===== src/rtl/uart_tx_ctrl.sv =====
// UART transmit sequencer: serialises bytes into start/data/parity/stop frames paced by baud_tick.
// Break generation (break_req port) is compiled in only when UART_TX_BREAK_EN is defined.
module uart_tx_ctrl #(
   parameter int OVERSAMPLE = 16,
   parameter int DATA_W     = 8
) (
   input  logic              uart_ref_clk,
   input  logic              rst_n,
   input  logic              baud_tick,
   input  logic [DATA_W-1:0] tx_data,
   input  logic              tx_valid,
   output logic              tx_ready,
   input  logic [1:0]        cfg_data_bits,
   input  logic              cfg_parity_en,
   input  logic              cfg_parity_odd,
   input  logic              cfg_stop2,
`ifdef UART_TX_BREAK_EN
   input  logic              break_req,
`endif
   output logic              txd,
   output logic              tx_busy,
   output logic              frame_done
);

   localparam int TICK_W = $clog2(OVERSAMPLE);
   localparam int BIT_W  = 3;

   typedef enum logic [2:0] {
      S_IDLE, S_START, S_DATA, S_PARITY, S_STOP, S_BREAK, S_MAB
   } state_t;

   state_t            state, state_n;
   logic [TICK_W-1:0] tick_cnt;
   logic [BIT_W-1:0]  bit_cnt;
   logic [BIT_W-1:0]  last_idx;
   logic [DATA_W-1:0] data_sh;
   logic [DATA_W-1:0] data_masked;
   logic              par_bit, par_en, stop2, par_calc;
   logic              bit_end, accept, brk;
   logic              txd_n, ready_n, busy_n, done_n;

`ifdef UART_TX_BREAK_EN
   assign brk = break_req;
`else
   assign brk = 1'b0;
`endif

   assign bit_end = baud_tick && (tick_cnt == TICK_W'(OVERSAMPLE - 1));
   assign accept  = (state == S_IDLE) && tx_valid && tx_ready && !brk;

   // Parity covers only the configured data length; higher bits of tx_data are ignored.
   always_comb begin
      data_masked = '0;
      for (int i = 0; i < DATA_W; i++) begin
         if (i < 5 + int'(cfg_data_bits)) data_masked[i] = tx_data[i];
      end
      par_calc = (^data_masked) ^ cfg_parity_odd;
   end

   // Next-state logic also produces the next value of every registered output.
   always_comb begin
      state_n = state;
      txd_n   = txd;
      ready_n = tx_ready;
      busy_n  = tx_busy;
      done_n  = 1'b0;
      case (state)
         S_IDLE: begin
            txd_n   = 1'b1;
            ready_n = 1'b1;
            busy_n  = 1'b0;
            if (brk) begin
               state_n = S_BREAK;
               txd_n   = 1'b0;
               ready_n = 1'b0;
               busy_n  = 1'b1;
            end else if (accept) begin
               state_n = S_START;
               txd_n   = 1'b0;
               ready_n = 1'b0;
               busy_n  = 1'b1;
            end
         end
         S_START: begin
            if (bit_end) begin
               state_n = S_DATA;
               txd_n   = data_sh[0];
            end
         end
         S_DATA: begin
            if (bit_end) begin
               if (bit_cnt != last_idx) begin
                  txd_n = data_sh[1];
               end else if (par_en) begin
                  state_n = S_PARITY;
                  txd_n   = par_bit;
               end else begin
                  state_n = S_STOP;
                  txd_n   = 1'b1;
               end
            end
         end
         S_PARITY: begin
            if (bit_end) begin
               state_n = S_STOP;
               txd_n   = 1'b1;
            end
         end
         S_STOP: begin
            if (bit_end && !(stop2 && bit_cnt == '0)) begin
               done_n = 1'b1;
               if (brk) begin
                  state_n = S_BREAK;
                  txd_n   = 1'b0;
               end else begin
                  state_n = S_IDLE;
                  txd_n   = 1'b1;
                  ready_n = 1'b1;
                  busy_n  = 1'b0;
               end
            end
         end
         S_BREAK: begin
            txd_n = 1'b0;
            if (!brk) begin
               state_n = S_MAB;
               txd_n   = 1'b1;
            end
         end
         S_MAB: begin
            if (bit_end) begin
               state_n = S_IDLE;
               ready_n = 1'b1;
               busy_n  = 1'b0;
            end
         end
         default: begin
            state_n = S_IDLE;
            txd_n   = 1'b1;
            ready_n = 1'b1;
            busy_n  = 1'b0;
         end
      endcase
   end

   always_ff @(posedge uart_ref_clk or negedge rst_n) begin
      if (!rst_n) begin
         state      <= S_IDLE;
         tick_cnt   <= '0;
         bit_cnt    <= '0;
         txd        <= 1'b1;
         tx_ready   <= 1'b1;
         tx_busy    <= 1'b0;
         frame_done <= 1'b0;
      end else begin
         state      <= state_n;
         txd        <= txd_n;
         tx_ready   <= ready_n;
         tx_busy    <= busy_n;
         frame_done <= done_n;
         // Ticks seen in IDLE, on the accept cycle, or during a break never count toward a bit.
         if (state == S_IDLE || state == S_BREAK || bit_end) begin
            tick_cnt <= '0;
         end else if (baud_tick) begin
            tick_cnt <= tick_cnt + 1'b1;
         end
         if (state_n != state) begin
            bit_cnt <= '0;
         end else if (bit_end && (state == S_DATA || state == S_STOP)) begin
            bit_cnt <= bit_cnt + 1'b1;
         end
      end
   end

   always_ff @(posedge uart_ref_clk) begin
      if (accept) begin
         data_sh  <= tx_data;
         last_idx <= BIT_W'(4) + BIT_W'(cfg_data_bits);
         par_bit  <= par_calc;
         par_en   <= cfg_parity_en;
         stop2    <= cfg_stop2;
      end else if (state == S_DATA && bit_end) begin
         data_sh  <= data_sh >> 1;
      end
   end

endmodule


===== config.mk =====
export PLATFORM = sky130hd
export DESIGN_NAME = uart_tx_ctrl
export DESIGN_NICKNAME = d
export VERILOG_FILES = /design/src/rtl/uart_tx_ctrl.sv
export SDC_FILE = /design/constraint.sdc
export NUM_CORES = 1
export LEC_CHECK = 0
export CORE_UTILIZATION = 60
export CTS_BUF_LIST = sky130_fd_sc_hd__clkbuf_4 sky130_fd_sc_hd__clkbuf_8
export DETAILED_ROUTE_END_ITERATION = 10
export GPL_TIMING_DRIVEN = 0
export HOLD_SLACK_MARGIN = 0.03
export PLACE_DENSITY = 0.93
export SLEW_MARGIN = 40
export SYNTH_ARGS = -nofsm -noshare
export SYNTH_HDL_FRONTEND = slang
export SYNTH_SLANG_ARGS = --single-unit

===== constraint.sdc =====
create_clock -name uart_ref_clk -period 3.34 [get_ports uart_ref_clk]
set_input_delay 0.835 -clock uart_ref_clk [delete_from_list [all_inputs] [get_ports uart_ref_clk]]
set_output_delay 0.835 -clock uart_ref_clk [all_outputs]
set_load 0.005 [all_outputs]

---- Word level (Yosys, flattened, before mapping) ----
Cells that the tools add are included.
W data, S select, Z words.
word-level totals
  ROM bits ................................ 0
  bits in latches ......................... 0
  logic and storage cells ................. 99
  RAM bits ................................ 0
  memories ................................ 0
  register bits ........................... 28
  output and inout port bits .............. 4
operators by class
  mux-type cells .......................... 38
  multipliers ............................. 0
  bitwise gates (word level) .............. 3
  div/mod/pow operators ................... 0
  add/sub/neg operators ................... 4
  order comparisons ....................... 8
  eq/ne operators ......................... 14
  shift-type cells ........................ 0
  reductions and logical operators ........ 20
operator list
  kind                   number
  $lt A4 B32 Y1 const A  3
  $lt A3 B32 Y1 const A  2
  $lt A1 B32 Y1 const A  1
  $lt A2 B32 Y1 const A  1
  $mux W3                10
  $pmux W3 S7            1
  $mux W1                20
  $mux W8                2
  $ne A2 B2 Y1 const B   5
  $eq A3 B3 Y1 const B   3
  $mux W4                2
  $pmux W1 S4            2
  $reduce_xor A8 Y1      1
  $logic_and A1 B1 Y1    7
  $eq A3 B2 Y1 const B   2
  $logic_not A3 Y1       2
  $ne A3 B3 Y1           2
  $pmux W1 S6            1
  $reduce_bool A2 Y1     3
  $reduce_and A5 Y1      1
  $add A3 B2 Y4 const A  1
  $add A4 B1 Y4 const B  1
  $eq A4 B4 Y1 const B   1
  $lt A3 B4 Y1 const A   1
  9 further kinds        12

---- Logic depth before layout (Yosys ltp) ----
Gate-level depths: netlist of the first run.
  depth in word-level cells ............... 8
  depth in mapped cells ................... 6
  depth with buffers taken out ............ 6

---- Worst setup path after synthesis of the first run ----
No wires, ideal clock.
  path type ............................... input to register
  from .................................... in baud_tick
  to ...................................... reg data_sh[0], enable pin
  path slack .............................. 947 ps
  buffers on the path ..................... 2
  cell stages on the path ................. 5
  data required time ...................... 2,957 ps
  setup time .............................. 383 ps
  arrival ................................. 2,010 ps
  path through ............................ buf_2 > and4_1 > buf_4 > a21oi_1 > nor3_1
on the way
  word-level cells in the longest chain between the ends .. 3
ends and longest elaborated chain
  what                                 line  source
  start: declaration                   9     input logic baud_tick,
  $logic_and A1 B1 Y1                  48    assign bit_end = baud_tick && (tick_cnt == TICK_W'(OVERSAMPLE - 1));
  $logic_and A1 B1 Y1                  182   end else if (state == S_DATA && bit_end) begin
  $reduce_bool A2 Y1 (no source line)  -
  end signal: assignment               177   data_sh <= tx_data;
  end signal: assignment               183   data_sh <= data_sh >> 1;
  end: declaration                     36    logic [DATA_W-1:0] data_sh;
No other way between the ends.
A chain may end at the register's enable or synchronous reset.

---- Worst setup path in the final report of the first run ----
  from .................................... in tx_valid
  to ...................................... reg data_sh[5], data pin
on the way
  word-level cells in the longest chain between the ends .. 3
ends and longest elaborated chain
  what                              line  source
  start: declaration                11    input logic tx_valid,
  $logic_and A1 B1 Y1 (2 in a row)  49    assign accept = (state == S_IDLE) && tx_valid && tx_ready && !brk;
  via accept                        39    logic bit_end, accept, brk;
  $mux W8                           176   if (accept) begin
The timed path passes the listed nets, and every way through them passes these cells.

==> results of run 1 <==
## metrics by stage
stage                     instances  setup slack, ps  hold slack [ps]  area, um2
after floorplan                 131              947              455       1500
after global placement          178              536              462       1730
after detailed placement        178              726              473       1730
after CTS                       182             1080              508       1760
after global routing            182             1030              513       1760
final                           182             1070              509       1760
## worst max-delay path, stage by stage
cell and delay [ps]:
clkdlybuf4s50_1 450, and3b_1 260, and2_1 150, buf_2 280, mux2_2 380
## final cells by class
cell class              count  area share (%)
inverters                   6            1.28
clock buffers               3            1.28
plain buffers               7            3.20
well taps                  28            1.99
clock inverters             1           0.284
repair buffers             19            10.8
multi-input cells          91            38.9
flip-flops and latches     27            42.2
## metal layers
layer	up-vias	part of all wire [%]
met3	9	5.1
met2	48	53
li1	516	-
met4	0	2.5
met5	-	0
met1	531	39
## how the worst max path moves through the flow
stage / to / cells after the start / from
2_1_floorplan: data_sh[0] / 5 / baud_tick
6_report: data_sh[5] / 5 / tx_valid
3_3_place_gp: data_sh[7] / 4 / tx_valid
5_1_grt: data_sh[4] / 5 / tx_valid
3_5_place_dp: data_sh[5] / 5 / tx_valid
4_1_cts: data_sh[5] / 5 / tx_valid
## cell families (layout without fill, tap and decap cells)
logic type	after synthesis	after routing	share of synthesized area [%]
simple gates	36	36	14.3
mux	10	10	7.33
flops	27	27	49.5
fa+ha+maj	3	3	2.50
compound gates	25	25	11.3
xor+xnor	17	17	9.92
buf+inv	13	36	5.25
## state kept, by name (all words and copies together), names as in the netlist
register and count:
tick_cnt 4, tx_busy 1, state 3, frame_done 1
txd 1, stop2 1, tx_ready 1, bit_cnt 3
par_bit 1, par_en 1, data_sh 8, last_idx 2
## synthesized netlist by cell type, drive strengths merged
| cell type | number | share of area [%] |
|---|---|---|
| nand4b | 1 | 0.58 |
| nor2 | 10 | 2.5 |
| and3 | 2 | 1.2 |
| nor3 | 3 | 1.0 |
| and3b | 1 | 0.58 |
| o32ai | 1 | 0.58 |
| mux2 | 8 | 6.0 |
| a31oi | 3 | 1.3 |
| inv | 6 | 1.5 |
| and2 | 1 | 0.42 |
| mux2i | 2 | 1.3 |
| o31ai | 1 | 0.50 |
| o22ai | 1 | 0.42 |
| a311o | 1 | 0.67 |
| o21bai | 1 | 0.50 |
| o311ai | 1 | 0.58 |
| nand2 | 9 | 2.2 |
| a32oi | 1 | 0.58 |
| nor4b | 1 | 1.0 |
| and4 | 1 | 0.58 |
| o221a | 1 | 0.75 |
| dfrtp | 12 | 20 |
| dfstp | 2 | 3.5 |
| o211ai | 1 | 0.50 |
| buf | 7 | 3.7 |
| edfxtp | 13 | 26 |
| xnor2 | 13 | 7.6 |
| or2b | 1 | 0.58 |
| nand4 | 3 | 2.2 |
| a21o | 2 | 1.0 |
| o21ai | 5 | 1.7 |
| xor2 | 4 | 2.3 |
| ha | 3 | 2.5 |
| nand3b | 1 | 0.50 |
| a21oi | 5 | 1.7 |
| nand2b | 2 | 0.83 |
| a221oi | 1 | 0.58 |
## power breakdown
part	switching, mW	internal (mW)	leakage, nW
registers	0.0558	0.405	0.291
logic	0.117	0.118	0.396
clock network	0.0927	0.0449	0.0177
==> flow_results.xml, run 1 <==
<?xml version="1.0" encoding="UTF-8"?>
<metrics>
  <group name="status">
    <metric name="status" unit="">completed</metric>
  </group>
  <group name="timing">
    <metric name="rsz0062_at_grt" unit="">no</metric>
    <metric name="setup_viol_count_final" unit="">0</metric>
    <metric name="layout_skew" unit="ps">6.11</metric>
    <metric name="worst_max_slew_margin_expressed_relative_to_the_limit" unit="%">56.3</metric>
    <metric name="timing_hold_violations_final" unit="">0</metric>
    <metric name="tightest_slew" unit="ps">654</metric>
    <metric name="max_clock_freq" unit="MHz">440</metric>
    <metric name="post-route-period-util" unit="%">68.0</metric>
    <metric name="final_tns_setup" unit="ps">0</metric>
    <metric name="timing.final.max_slew_violations" unit="">0</metric>
    <metric name="fin_crit" unit="ps">2270</metric>
  </group>
  <group name="setup_path">
    <metric name="criticalPathCategory" unit="">input port to register</metric>
    <metric name="worstPathRequired" unit="ps">3440</metric>
    <metric name="reg2reg_from" unit="">tick_cnt[0]</metric>
    <metric name="end_kind" unit="">register</metric>
    <metric name="ff2ff_setup_slack" unit="ps">1350</metric>
    <metric name="arrival_time_of_data_at_the_critical_path_endpoint" unit="ps">2370</metric>
    <metric name="timing.rr.end" unit="">data_sh[7]</metric>
    <metric name="critPathLaunchType" unit="">input port</metric>
    <metric name="path_max_fanout" unit="">14</metric>
    <metric name="r2r_cells" unit="">5</metric>
  </group>
  <group name="clocking">
    <metric name="tritoncts" unit="">yes</metric>
    <metric name="h-tree-depth" unit="">1</metric>
    <metric name="cts_sink_cnt" unit="">27</metric>
    <metric name="post_cts_resized" unit="">0</metric>
    <metric name="max_root_sink_buffers" unit="">2</metric>
    <metric name="cts.repair_timing.setup_buffer_count" unit="">0</metric>
    <metric name="cts-root-buf" unit="">clkbuf_4</metric>
    <metric name="clk_pin_slew" unit="ps">140</metric>
    <metric name="clkLatencyLatePin" unit="ps">320</metric>
    <metric name="cts_hold_buf" unit="">0</metric>
    <metric name="numCtsBuffers" unit="">3</metric>
  </group>
  <group name="layout">
    <metric name="insertedDiodeCount" unit="">0</metric>
    <metric name="area.sequential" unit="um2">743</metric>
    <metric name="filler_cell_count" unit="">157</metric>
    <metric name="final_core_utilization" unit="%">77.3</metric>
    <metric name="mostFrequentLayoutCells" unit="">clkdlybuf4s50_1 (19), xnor2_1 (13), edfxtp_1 (13)</metric>
    <metric name="layout_commonest_cell" unit="">clkdlybuf4s50_1</metric>
    <metric name="multiInputGateArea" unit="um2">684</metric>
    <metric name="fraction_of_final_layout_cells_with_drive_strength_greater_than_1" unit="%">17.5</metric>
    <metric name="area_growth_synth_to_finish" unit="%">17.2</metric>
    <metric name="layout_nets" unit="">175</metric>
  </group>
  <group name="place">
    <metric name="buffer_ports.inserted" unit="">19</metric>
    <metric name="gpl.final_weighted_congestion" unit="">0.912</metric>
    <metric name="place_hpwl" unit="um">2140</metric>
  </group>
  <group name="detailed_routing">
    <metric name="postRouteAntennaNets" unit="">0</metric>
    <metric name="first_drt_iteration_drcs" unit="">27</metric>
    <metric name="firstDrtPassIters" unit="">4</metric>
    <metric name="drt-total-wl" unit="um">2770</metric>
    <metric name="drc" unit="">0</metric>
    <metric name="routed_wire_length_per_instance" unit="um">15.2</metric>
    <metric name="detail_route.vias_per_cell" unit="">6.07</metric>
    <metric name="routed-via-count" unit="">1104</metric>
  </group>
  <group name="die">
    <metric name="fp.dieH" unit="um">52.0</metric>
    <metric name="chipWidth" unit="um">52.0</metric>
    <metric name="num_rows" unit="">17</metric>
    <metric name="floorplan.initialDensity" unit="%">66.0</metric>
    <metric name="design.core.area" unit="um2">2280</metric>
    <metric name="die_area" unit="um2">2710</metric>
    <metric name="io_pins" unit="">21</metric>
  </group>
  <group name="pwr">
    <metric name="power_density_over_cell_area" unit="nW/um2">474</metric>
    <metric name="total_power_of_the_final_layout" unit="mW">0.833</metric>
    <metric name="worst_ir_drop_vdd" unit="V">0.000423</metric>
    <metric name="total_leakage_power" unit="nW">0.705</metric>
  </group>
  <group name="logic_synthesis">
    <metric name="synth_area_per_cell" unit="um2">11.5</metric>
    <metric name="synthCells" unit="">131</metric>
    <metric name="netlist-cell-type-count" unit="">41</metric>
    <metric name="synth.cell_area" unit="um2">1500</metric>
    <metric name="yosys_register_bits" unit="">27</metric>
    <metric name="synth.net_count" unit="">151</metric>
    <metric name="synth.yosys.seq_area_share" unit="%">49.5</metric>
    <metric name="synth.yosys.warnings" unit="">0</metric>
  </group>
  <group name="global_route">
    <metric name="globalRouteMet1Util" unit="%">30.0</metric>
    <metric name="grt_start_max_net_pins" unit="">16</metric>
    <metric name="grt_remaining_overflow" unit="">0</metric>
    <metric name="grt.met3_usage" unit="%">4.68</metric>
    <metric name="groute.layer.met2.usage" unit="%">43.8</metric>
    <metric name="grt_antenna_before_repair" unit="">0</metric>
    <metric name="grt-busiest-layer" unit="">met2</metric>
    <metric name="number_of_global_route_vias_before_repair" unit="">1173</metric>
    <metric name="gr-usage-all-layers" unit="%">25.7</metric>
    <metric name="grt_first_pass_wirelength" unit="um">4970</metric>
  </group>
  <group name="hold_path">
    <metric name="min-delay-start" unit="">tx_busy</metric>
    <metric name="holdCritPathClass" unit="">register to register</metric>
    <metric name="min_delay_worst_endpoint" unit="">tx_busy</metric>
    <metric name="min_path_cells" unit="">1</metric>
  </group>
  <group name="run">
    <metric name="drv.max_cap_violation_count" unit="">0</metric>
  </group>
</metrics>
Power figures use the tool's default switching activity.
==> run 2, diff against run 1 <==
- CORE_UTILIZATION: 60 -> 51
- PLACE_DENSITY: 0.93 -> 0.85
- clock period: 3.34 -> 1.85 ns (I/O delays scaled with it)
==> run 2 against run 1 <==
  * Die area grew 17%
  * Count of clock-buffer cells in the layout did not move
  * Via count fell by 1.2%
  * Register-to-register slack got worse by 1300 ps
  * Worst hold slack lost 28 ps
  * Critical path depth unchanged
  * Non-clock buffer count is 1 higher
  * First-iteration DRC count decreased by 3.7%
  * Global-route usage decreased by 6.3 points
  * Setup slack got worse by 1000 ps
  * Final cell count increased by 2.2%
  * Clock skew up 0.87 ps
==> flow_results.xml, run 2 (synthesis results as in run 1) <==
<?xml version="1.0" encoding="UTF-8"?>
<metrics>
  <group name="clocking">
    <metric name="numCtsBuffers" unit="">3</metric>
    <metric name="h-tree-depth" unit="">1</metric>
    <metric name="clk_pin_slew" unit="ps">150</metric>
    <metric name="cts_hold_buf" unit="">0</metric>
    <metric name="cts-root-buf" unit="">clkbuf_4</metric>
    <metric name="tritoncts" unit="">yes</metric>
    <metric name="cts_sink_cnt" unit="">27</metric>
    <metric name="clkLatencyLatePin" unit="ps">320</metric>
    <metric name="max_root_sink_buffers" unit="">2</metric>
  </group>
  <group name="die">
    <metric name="io_pins" unit="">21</metric>
    <metric name="fp.dieH" unit="um">56.3</metric>
    <metric name="design.core.area" unit="um2">2780</metric>
    <metric name="floorplan.initialDensity" unit="%">54.0</metric>
    <metric name="chipWidth" unit="um">56.3</metric>
    <metric name="die_area" unit="um2">3170</metric>
    <metric name="num_rows" unit="">19</metric>
  </group>
  <group name="setup_path">
    <metric name="worst_path_max_delay_cell" unit="">clkdlybuf4s50_1</metric>
    <metric name="criticalPathCategory" unit="">input port to register</metric>
    <metric name="worst_path_largest_cell_delay" unit="ps">480</metric>
    <metric name="critPathLaunchType" unit="">input port</metric>
    <metric name="worstPathRequired" unit="ps">1950</metric>
    <metric name="end_kind" unit="">register</metric>
    <metric name="arrival_time_of_data_at_the_critical_path_endpoint" unit="ps">1910</metric>
    <metric name="path_max_fanout" unit="">14</metric>
    <metric name="worstPathCellList" unit="">clkdlybuf4s50_1 &gt; and3b_2 &gt; and2_1 &gt; buf_4 &gt; mux2_2</metric>
    <metric name="critical_path.n_buffers_inverters" unit="">2</metric>
    <metric name="critPathTopFamily" unit="">buffers and inverters</metric>
  </group>
  <group name="global_route">
    <metric name="number_of_global_route_vias_before_repair" unit="">1085</metric>
    <metric name="grt-busiest-layer" unit="">met2</metric>
    <metric name="grt_remaining_overflow" unit="">0</metric>
    <metric name="grt_first_pass_wirelength" unit="um">4840</metric>
    <metric name="globalRouteMet1Util" unit="%">24.0</metric>
    <metric name="groute.layer.met2.usage" unit="%">35.9</metric>
    <metric name="gr-usage-all-layers" unit="%">19.4</metric>
    <metric name="grt.met3_usage" unit="%">2.30</metric>
    <metric name="grt_antenna_before_repair" unit="">0</metric>
    <metric name="grt_start_max_net_pins" unit="">17</metric>
  </group>
  <group name="timing">
    <metric name="timing_hold_violations_final" unit="">0</metric>
    <metric name="post-route-period-util" unit="%">97.9</metric>
    <metric name="tightest_slew" unit="ps">652</metric>
    <metric name="setup_viol_count_final" unit="">0</metric>
    <metric name="worst_max_slew_margin_expressed_relative_to_the_limit" unit="%">56.4</metric>
    <metric name="final_tns_setup" unit="ps">0</metric>
    <metric name="max_clock_freq" unit="MHz">552</metric>
    <metric name="layout_skew" unit="ps">6.98</metric>
    <metric name="fin_crit" unit="ps">1810</metric>
    <metric name="timing.final.max_slew_violations" unit="">0</metric>
  </group>
  <group name="pwr">
    <metric name="worst_ir_drop_vdd" unit="V">0.000536</metric>
    <metric name="total_power_of_the_final_layout" unit="mW">1.52</metric>
    <metric name="total_leakage_power" unit="nW">0.706</metric>
    <metric name="power_density_over_cell_area" unit="nW/um2">842</metric>
  </group>
  <group name="layout">
    <metric name="layoutNonFillerInstCount" unit="">186</metric>
    <metric name="layout_nets" unit="">176</metric>
    <metric name="flip_flop_count_of_the_largest_register_after_layout" unit="">8</metric>
    <metric name="fraction_of_final_layout_cells_with_drive_strength_greater_than_1" unit="%">19.4</metric>
    <metric name="filler_cell_count" unit="">212</metric>
    <metric name="area_growth_synth_to_finish" unit="%">19.9</metric>
    <metric name="layout_commonest_cell" unit="">clkdlybuf4s50_1</metric>
    <metric name="reg.largest.list" unit="">data_sh: 8 flops, tick_cnt: 4 flops</metric>
    <metric name="insertedDiodeCount" unit="">0</metric>
    <metric name="max_flop_register" unit="">data_sh</metric>
    <metric name="mostFrequentLayoutCells" unit="">clkdlybuf4s50_1 (17), xnor2_1 (13), edfxtp_1 (13)</metric>
  </group>
  <group name="detailed_routing">
    <metric name="detail_route.vias_per_cell" unit="">5.87</metric>
    <metric name="routed-via-count" unit="">1091</metric>
    <metric name="first_drt_iteration_drcs" unit="">26</metric>
    <metric name="routed_wire_length_per_instance" unit="um">15.4</metric>
    <metric name="drt-total-wl" unit="um">2870</metric>
    <metric name="firstDrtPassIters" unit="">4</metric>
    <metric name="postRouteAntennaNets" unit="">0</metric>
    <metric name="drc" unit="">0</metric>
  </group>
  <group name="status">
    <metric name="status" unit="">completed</metric>
  </group>
  <group name="place">
    <metric name="place_hpwl" unit="um">2190</metric>
    <metric name="gpl.final_weighted_congestion" unit="">0.846</metric>
    <metric name="post-place-cells" unit="">181</metric>
    <metric name="buffer_ports.inserted" unit="">19</metric>
  </group>
  <group name="run">
    <metric name="drv.max_cap_violation_count" unit="">0</metric>
  </group>
  <group name="hold_path">
    <metric name="holdCritPathClass" unit="">register to register</metric>
  </group>
</metrics>
[run 2: changes by cell type in the layout (fill, tap and decap cells not counted), sizes merged]
cell	previous run	this run
dlymetal6s2s	0	1
clkinv	1	0
clkdlybuf4s50	19	17
dlygate4sd2	0	1
clkinvlp	0	1
buf	7	8
[run 2: routing by layer]
layer	wire (um)	up-vias
met3	85	2
met5	0	-
li1	-	517
met4	13	0
met1	1210	553
met2	1570	19
[run 2: worst reg2reg max path: stages, from the launching register on]
cell and delay [ps]:
dfstp_2 570, and3b_2 250, and2_1 140, buf_4 210
mux2_2 370
[run 2: cell type report]
cell class | instances | area (um2) | area share, %
repair buffers | 20 | 211 | 11.7
clock inverters | 1 | 7.51 | 0.417
plain buffers | 7 | 58.8 | 3.27
well taps | 31 | 38.8 | 2.15
inverters | 6 | 22.5 | 1.25
clock buffers | 3 | 22.5 | 1.25
flip-flops and latches | 27 | 743 | 41.3
multi-input cells | 91 | 696 | 38.6
[run 2: timing repair]
item,CTS,global route
buffers inserted,0,1
cloned,0,0
pin swaps,0,1
gates resized for setup,4,2
endpoints found under the setup margin,16,10
[run 2: final timing paths]
check | depth (start not counted) | slack [ps] | to | start
worst max register to register | 4 | 90 | data_sh[5] | tx_ready
worst max-delay path | 5 | 40 | data_sh[5] | tx_valid
max in group asynchronous | 1 | 920 | bit_cnt[2] | rst_n
worst min-delay path | 2 | 480 | tx_ready | tx_ready
worst min register to register | 2 | 480 | tx_ready | tx_ready
min in group asynchronous | 1 | 510 | tick_cnt[3] | rst_n
[run 2: power breakdown]
| part | internal [mW] | leakage [nW] | switching (mW) |
|---|---|---|---|
| Combinational | 0.221 | 0.401 | 0.209 |
| Clock | 0.0825 | 0.0139 | 0.179 |
| Sequential | 0.730 | 0.291 | 0.0950 |
| Total | 1.03 | 0.706 | 0.483 |
[run 2: per-stage QoR]
| step | hold WS (ps) | cell area, um2 | util, % | setup WS, ps |
|---|---|---|---|---|
| 2_1_floorplan | 167 | 1510 | - | 72.5 |
| 3_3_place_gp | 459 | 1740 | 62.4 | -395 |
| 3_5_place_dp | 462 | 1740 | 62.4 | -451 |
| 4_1_cts | 481 | 1770 | 63.8 | 21.7 |
| 5_1_grt | 500 | 1800 | 64.7 | -23.7 |
| 6_report | 481 | 1800 | 64.7 | 39.6 |
==> run 3, diff against run 2 <==
- ABC_CLOCK_PERIOD_IN_PS: unset -> 2220
- CORE_UTILIZATION: 51 -> 60
- PLACE_DENSITY: 0.85 -> 0.93
- clock period: 1.85 -> 2.22 ns (I/O delays scaled with it)
==> results of run 3 <==
The final DEF is identical to that of run 1. Status: completed.
Among the figures that moved: setup slack after placement 726 ps -> -114 ps; setup slack after layout 1070 ps -> 226 ps; start point of the critical path tx_valid -> tick_cnt[0]; end point of the critical path data_sh[5] -> data_sh[7]; register-to-register setup slack 1350 ps -> 230 ps; total power 0.833 mW -> 1.25 mW; worst IR drop on VDD 0.000423 V -> 0.000637 V
